File: src/rtl/alu_pkg.sv
// Shared opcodes, widths and payload types for the ALU issue pipeline.
package alu_pkg;

   localparam int ALU_W = 32;

   localparam logic [3:0] ALU_ADD  = 4'h0;
   localparam logic [3:0] ALU_SUB  = 4'h1;
   localparam logic [3:0] ALU_MUL  = 4'h2;
   localparam logic [3:0] ALU_DIV  = 4'h3;
   localparam logic [3:0] ALU_SHL  = 4'h4;
   localparam logic [3:0] ALU_SHR  = 4'h5;
   localparam logic [3:0] ALU_ROL  = 4'h6;
   localparam logic [3:0] ALU_ROR  = 4'h7;
   localparam logic [3:0] ALU_AND  = 4'h8;
   localparam logic [3:0] ALU_OR   = 4'h9;
   localparam logic [3:0] ALU_XOR  = 4'hA;
   localparam logic [3:0] ALU_NOR  = 4'hB;
   localparam logic [3:0] ALU_NAND = 4'hC;
   localparam logic [3:0] ALU_XNOR = 4'hD;
   localparam logic [3:0] ALU_GT   = 4'hE;
   localparam logic [3:0] ALU_EQ   = 4'hF;

   typedef struct packed {
      logic carry;
      logic zero;
      logic neg;
      logic dz;
   } alu_flags_t;

   typedef struct packed {
      logic [3:0]       sel;
      logic [ALU_W-1:0] a;
      logic [ALU_W-1:0] b;
   } op_req_t;

   typedef struct packed {
      logic [3:0]       sel;
      alu_flags_t       flags;
      logic [ALU_W-1:0] result;
   } op_rsp_t;

endpackage

File: src/rtl/alu_issue_stage_pipe_reg.sv
// Generic one-entry valid/ready pipeline register with synchronous clear.
module alu_pipe_reg #(
   parameter int W = 8
) (
   input  logic         clk,
   input  logic         rst_n,
   input  logic         flush,
   input  logic         in_valid,
   output logic         in_ready,
   input  logic [W-1:0] in_data,
   output logic         out_valid,
   input  logic         out_ready,
   output logic [W-1:0] out_data
);

   logic adv;

   assign adv      = !out_valid || out_ready;
   assign in_ready = adv && !flush;

   always_ff @(posedge clk) begin
      if (!rst_n) begin
         out_valid <= 1'b0;
         out_data  <= '0;
      end else begin
         if (flush)
            out_valid <= 1'b0;
         else if (adv)
            out_valid <= in_valid;
         // payload only moves on a real transfer, so stale data survives a flush
         if (in_valid && in_ready)
            out_data <= in_data;
      end
   end

endmodule

File: src/rtl/alu_issue_stage.sv
// Two-stage issue wrapper around an external ALU: operand register, then result/flag register.
module alu_issue_stage
   import alu_pkg::*;
#(
   parameter int               CNT_W     = 16,
   parameter logic [ALU_W-1:0] DZ_RESULT = 32'hFFFF_FFFF
) (
   input  logic             clk,
   input  logic             rst_n,
   input  logic             flush,
   input  logic             in_valid,
   output logic             in_ready,
   input  logic [ALU_W-1:0] in_a,
   input  logic [ALU_W-1:0] in_b,
   input  logic [3:0]       in_sel,
   output logic [ALU_W-1:0] alu_a,
   output logic [ALU_W-1:0] alu_b,
   output logic [3:0]       alu_sel,
   input  logic [ALU_W-1:0] alu_out,
   input  logic             alu_carry,
   output logic             out_valid,
   input  logic             out_ready,
   output logic [ALU_W-1:0] out_result,
   output logic             out_carry,
   output logic             out_zero,
   output logic             out_neg,
   output logic             out_dz,
   output logic [3:0]       out_sel,
   output logic [CNT_W-1:0] op_count
);

   op_req_t          s1_in, s1_q;
   op_rsp_t          s2_in, s2_q;
   logic             s1_valid;
   logic             s2_ready;
   logic             dz;
   logic [ALU_W-1:0] result;

   assign s1_in = '{sel: in_sel, a: in_a, b: in_b};

   alu_pipe_reg #(.W($bits(op_req_t))) u_s1 (
      .clk       (clk),
      .rst_n     (rst_n),
      .flush     (flush),
      .in_valid  (in_valid),
      .in_ready  (in_ready),
      .in_data   (s1_in),
      .out_valid (s1_valid),
      .out_ready (s2_ready),
      .out_data  (s1_q)
   );

   assign alu_a   = s1_q.a;
   assign alu_b   = s1_q.b;
   assign alu_sel = s1_q.sel;

   // Flags are derived from the substituted result, not the raw ALU output.
   assign dz     = (alu_sel == ALU_DIV) && (alu_b == '0);
   assign result = dz ? DZ_RESULT : alu_out;

   always_comb begin
      s2_in              = '0;
      s2_in.sel          = alu_sel;
      s2_in.result       = result;
      s2_in.flags.carry  = dz ? 1'b0 : alu_carry;
      s2_in.flags.zero   = (result == '0);
      s2_in.flags.neg    = result[ALU_W-1];
      s2_in.flags.dz     = dz;
   end

   alu_pipe_reg #(.W($bits(op_rsp_t))) u_s2 (
      .clk       (clk),
      .rst_n     (rst_n),
      .flush     (flush),
      .in_valid  (s1_valid),
      .in_ready  (s2_ready),
      .in_data   (s2_in),
      .out_valid (out_valid),
      .out_ready (out_ready),
      .out_data  (s2_q)
   );

   assign out_result = s2_q.result;
   assign out_carry  = s2_q.flags.carry;
   assign out_zero   = s2_q.flags.zero;
   assign out_neg    = s2_q.flags.neg;
   assign out_dz     = s2_q.flags.dz;
   assign out_sel    = s2_q.sel;

   // Counts consumed results even on a flush edge; wraps freely.
   always_ff @(posedge clk) begin
      if (!rst_n)
         op_count <= '0;
      else if (out_valid && out_ready)
         op_count <= op_count + 1'b1;
   end

endmodule

File: config.mk
export PLATFORM = sky130hd
export DESIGN_NAME = alu_issue_stage
export DESIGN_NICKNAME = d
export VERILOG_FILES = /design/src/rtl/alu_pkg.sv /design/src/rtl/alu_issue_stage_pipe_reg.sv /design/src/rtl/alu_issue_stage.sv
export SDC_FILE = /design/constraint.sdc
export NUM_CORES = 1
export LEC_CHECK = 0
export CAP_MARGIN = 40
export CORE_MARGIN = 2
export CORE_UTILIZATION = 55
export DETAILED_ROUTE_END_ITERATION = 16
export DONT_BUFFER_PORTS = 1
export GPL_TIMING_DRIVEN = 0
export PLACE_DENSITY = 0.7
export SKIP_CTS_REPAIR_TIMING = 1
export SYNTH_ARGS = -nofsm -noshare
export SYNTH_HDL_FRONTEND = slang
export SYNTH_SLANG_ARGS = --single-unit
export TNS_END_PERCENT = 1
File: constraint.sdc
create_clock -name clk -period 3.5 [get_ports clk]
set_input_delay 0.7 -clock clk [delete_from_list [all_inputs] [get_ports clk]]
set_output_delay 0.7 -clock clk [all_outputs]
set_load 0.1 [all_outputs]
==> reports/results.tsv, run 1 <==
metric	value	unit
min_from	in_a[11]	
synth_compound_area_frac	0.207	
nets	807	
yosys.area.top_type_share	0.519	
gr-usage-met3	0.122	
period_needed	2.46	ns
r2r_cells	5	
die_area	9530	um^2
worstPathMaxFanout	7	
async_flop_share	0	
netlist_top_cells_count	155 x nand2_1, 125 x dfxtp_1, 80 x a21oi_1	
drive_gt1_frac	0.255	
numClockSinks	125	
skew	0.0174	ns
synthSimpleGateAreaFrac	0.207	
grt_pass1_wl	27700	um
drt_wl_total	17700	um
netlist_area	4820	um^2
synth.distinct_cells	37	
tns	0	ns
critPathLaunchType	register	
synth_nets	667	
antennaDiodeCount	0	
rsz0062_at_grt	no	
setup_viol_count_final	0	
critical_path.endpoint	in_ready	
r2r_start	u_s2.out_valid	
fillers	379	
htree_levels	4	
die_h	97.6	um
ys_seq_area_frac	0.519	
numCtsBuffers	17	
seq_power_share	0.388	
combPwrFrac	0.178	
leakagePower	2.93	nW
drc	0	
synthFlopType	dfxtp_1	
fin_hold_ws	0.319	ns
dr.pass1.iters	5	
hold_violations	0	
initial_core_util	0.561	
cts_root_buffer	clkbuf_8	
r2r-end	u_s2.out_data[14]	
grtUsageTotal	0.369	
max_freq	406	MHz
reg2reg_slack	1.30	ns
wl_per_cell	21.6	um
clkPwrFrac	0.434	
p_switching	1.25	mW
vdd_drop_max	413	uV
synth_xor_xnor_area_share	0.0164	
grt_pass1_vias	5208	
worstMarginPinSlew	0.765	ns
p_int	2.70	mW
grt_use_met1	0.403	
ios	232	
maxCapViolCount	0	
grt_busiest_layer	met2	
cts.clk_slew.worst_paths	0.06	ns
grt_max_degree	17	
netlist_instances	560	
yosysTopAreaCell	dfxtp_1	
yosys.area_share.adder	0.00260	
synth-edff-count	0	
synth_top_family_by_area	compound AO/OA/AOI/OAI gates	
synthMuxAreaShare	0	
outcome	complete, no violations	
ant_nets	0	
p_per_area	517	nW/um^2
area.growth.synth_to_final	58.8	%
synth_most_common_cell	nand2_1	
ys_seq_elements	125	
drt_iter0_markers	270	
startpoint	u_s2.out_valid	
antenna_found_initial	0	
crit_type	reg -> out	
cts_tree	done	
die_x	97.6	um
critPathCaptureType	primary output	
netlist_top_cells_area	dfxtp_1 52%, nand2_1 12%, a21oi_1 8.3%	
hpwl	12500	um
period_share	0.703	
portBuffers	0	
num_vias	5036	
crit_required	2.80	ns
grt_use_met2	0.648	
syn_area_per_cell	8.60	um^2
placementRows	34	
core	8590	um^2
maxSlewHeadroom	0.486	
cts_buffer_depth	2	
grt-ovfl-total	0	
clkLatencyLatePin	0.52	ns
cp.arrival	1.76	ns
gp_congestion	0.790	
detail_route.vias_per_cell	6.13	
worstHoldPathType	in -> reg	
drv_slew	0	
ys_warn_count	0	
swShare	0.317	
[per-stage QoR]
| stage | instances | total power, mW | worst slack [ns] | area, um^2 | utilization |
|---|---|---|---|---|---|
| after floorplan | 560 | 2.02 | 0.307 | 4820 | - |
| after global placement | 668 | 2.07 | 0.195 | 4950 | 0.576 |
| after detailed placement | 789 | 2.26 | 1.29 | 7070 | 0.823 |
| after CTS | 821 | 3.96 | 1.05 | 7650 | 0.891 |
| after global routing | 821 | 4.06 | 0.952 | 7650 | 0.891 |
| final | 821 | 3.96 | 1.04 | 7650 | 0.891 |
[layout make-up]
cell class,count,area [um^2],area share
clock buffers,17,414,0.0541
flip-flops and latches,125,2500,0.327
inverters,2,7.51,0.000981
clock inverters,15,164,0.0214
repair buffers,121,2120,0.277
plain buffers,45,219,0.0286
multi-input cells,388,2090,0.274
well taps,108,135,0.0177
[critical path: stages (launching register included)]
cell     delay (ns)
dfxtp_1        0.51
nor2b_1        0.41
a21oi_2        0.15
buf_16         0.19
[power by group through the flow]
stage	combinational (mW)	clock, mW	sequential [mW]
after floorplan	0.153	0	1.87
after global placement	0.181	0	1.88
after detailed placement	0.701	0	1.56
after CTS	0.705	1.72	1.53
after global routing	0.728	1.79	1.54
final	0.706	1.72	1.53
[state kept, by name (all words and copies together) (netlist names)]
| signal | flops |
|---|---|
| u_s1.out_data | 68 |
| u_s2.out_valid | 1 |
| u_s2.out_data | 39 |
| u_s1.out_valid | 1 |
| op_count | 16 |
[how the worst min path moves through the flow]
stage / depth (start not counted) / endpoint
after floorplan: 2 / u_s2.out_data[39]
after global placement: 2 / u_s2.out_data[36]
after detailed placement: 2 / u_s1.out_data[33]
after CTS: 2 / u_s1.out_data[45]
after global routing: 2 / u_s1.out_data[52]
final: 2 / u_s1.out_data[43]
[kinds of logic after synthesis]
family          Yosys count
simple gates            224
xor+xnor                  9
buf+inv                  47
compound gates          154
flops                   125
fa+ha+maj                 1
[metal layers]
layer  vias up  wire length, um
met1      2418             6110
met2       316             9350
li1       2237                -
met3        65             1570
met4         0              690
met5         -                0
[placed cells by master (no fill, tap or decap), drive strengths merged, types with 2 or more instances in the layout]
master	instances
and4	2
nor3	2
a21oi	80
nand3b	2
inv	4
bufinv	2
buf	138
xnor2	3
and3	3
nand2	155
nand3	11
nor4	17
o21a	32
dfxtp	125
o31ai	3
xor2	6
clkinv	9
nand4	7
clkbuf	45
o21ai	5
or4	4
nor2	13
o31a	32
clkinvlp	2
or3	2
No activity file was read; power rests on OpenSTA's default activity.
==> run 2, diff against run 1 <==
==> constraint.sdc (replaced) <==
create_clock -name clk -period 2.3 [get_ports clk]
set_input_delay 0.46 -clock clk [delete_from_list [all_inputs] [get_ports clk]]
set_output_delay 0.46 -clock clk [all_outputs]
set_load 0.1 [all_outputs]
==> reports/results.tsv, run 2 (synthesized netlist as in run 1, its figures left out) <==
metric	value	unit	change
layout_commonest_cell	nand2_1		
numClockSinks	125		unchanged
finalNonFillerCells	820		-0.12%
cts_root_buffer	clkbuf_8		
path_cells	nor2b_2 > a21oi_4		
outcome	complete, no violations		
worstMarginPinSlew	0.735	ns	-0.0293 ns
worstPathMaxFanout	7		unchanged
setup_viol_count_final	0		unchanged
drv_slew	0		unchanged
crit_type	reg -> out		
vdd_drop_max	691	uV	+67%
crit_required	1.84	ns	-0.96 ns
grt-ovfl-total	0		unchanged
maxCapViolCount	0		unchanged
r2r-end	u_s2.out_data[17]		
drive_gt1_frac	0.254		-0.00105
period_needed	2.24	ns	
min_from	in_a[15]		
area.growth.synth_to_final	57.9	%	
drc	0		unchanged
fin_ws	0.0620	ns	-0.976 ns
htree_levels	4		unchanged
worstHoldPathType	in -> reg		
hold_violations	0		unchanged
placementRows	34		unchanged
critPathCaptureType	primary output		
num_vias	4954		-1.6%
cts.clk_slew.worst_paths	0.06	ns	about the same
startpoint	u_s2.out_valid		
rsz0062_at_grt	no		
hpwl	12000	um	-4.0%
r2r_start	u_s2.out_valid		
grt_pass1_wl	26900	um	-2.8%
antenna_found_initial	0		unchanged
drt_wl_total	17000	um	-4.1%
dr.pass1.iters	4		-1
final_cell_mix	155 x nand2_1, 125 x dfxtp_1, 99 x buf_8, 79 x a21oi_1, 32 x o21a_1		
core	8590	um^2	unchanged
ios	232		unchanged
numCtsBuffers	17		unchanged
cts_tree	done		
p_per_area	788	nW/um^2	+52%
wl_per_cell	20.7	um	-4.0%
nets	806		-0.12%
dp.cells	788		-0.13%
clkLatencyLatePin	0.51	ns	about the same
critPathLaunchType	register		
largest_reg_flops	68		unchanged
antennaDiodeCount	0		unchanged
period_share	0.973		
leakagePower	2.92	nW	-0.61%
hold_end	u_s1.out_data[47]		
cp.arrival	1.78	ns	+0.02 ns
detail_route.vias_per_cell	6.04		-1.5%
max_stage_delay	0.61	ns	+0.10 ns
top_regs	u_s1.out_data: 68 flops, u_s2.out_data: 39 flops, op_count: 16 flops		
die_area	9530	um^2	unchanged
grtUsageTotal	0.356		-0.0137
die_h	97.6	um	unchanged
critPathBufInv	0		-1
place_ws	0.208	ns	-1.08 ns
initial_core_util	0.561		unchanged
fillers	391		+3.2%
r2r_cells	6		+1
grt_pass1_vias	5163		-0.86%
gp_congestion	0.803		+1.6%
regMostFlops	u_s1.out_data		
reg2reg_slack	0.14	ns	-1.16 ns
path_delay_family	compound AO/OA/AOI/OAI gates		
cp_slowest_cell	a21oi_4		
max_freq	447	MHz	
portBuffers	0		unchanged
die_x	97.6	um	unchanged
maxSlewHeadroom	0.509		+0.0222
drt_iter0_markers	217		-20%
whs_path_depth	2		unchanged
skew	0.0156	ns	-0.00180 ns
grt_max_degree	17		unchanged
ant_nets	0		unchanged
cts_buffer_depth	2		unchanged
run 2: routing by layer:
metal  track usage  routed length, um  up-vias
met5             0                  0        -
met4         0.175                709        0
met3         0.126               1520       63
met2         0.618               8940      319
met1         0.382               5830     2348
li1              -                  -     2224
run 2: worst max-delay path by stage:
stage                   endpoint  slack (ns)  cells after the start
6_report                in_ready        0.06                      2
5_1_grt                 in_ready        0.03                      2
4_1_cts                 in_ready        0.04                      2
3_5_place_dp   u_s2.out_data[12]        0.21                      5
3_3_place_gp   u_s2.out_data[21]       -0.30                      5
2_1_floorplan       op_count[14]       -0.01                      5
run 2: cell type report:
type / count / area [um^2] / area share
well taps: 108 / 135 / 0.0178
multi-input cells: 388 / 2100 / 0.276
clock buffers: 18 / 418 / 0.0549
flip-flops and latches: 125 / 2500 / 0.329
repair buffers: 120 / 2060 / 0.271
plain buffers: 45 / 219 / 0.0288
clock inverters: 14 / 160 / 0.0210
inverters: 2 / 7.51 / 0.000987
run 2: where the power goes:
| group | internal, mW | switching, mW | total, mW |
|---|---|---|---|
| registers | 2.24 | 0.0914 | 2.33 |
| logic | 0.305 | 0.755 | 1.06 |
| clock network | 1.56 | 1.04 | 2.60 |
run 2: stage by stage:
step / TNS [ns] / util / hold slack, ns / total power, mW / instance area, um^2
floorplan: -0.0162 / - / 0.459 / 3.08 / 4830
global placement: -12.29 / 0.578 / 0.491 / 3.14 / 4960
detailed placement: 0 / 0.818 / 0.475 / 3.43 / 7030
CTS: 0 / 0.885 / 0.0694 / 6.01 / 7610
global route: 0 / 0.886 / 0.0621 / 6.16 / 7610
finish: 0 / 0.886 / 0.0832 / 5.99 / 7610
run 2: worst reg2reg max path: cells and delay by family, from the launching register on:
family,cells,cell delay (ns)
AOI/OAI and AO/OA,2,0.32
buffers and inverters,2,0.75
DFF,1,0.40
and+or+nand+nor,2,0.64
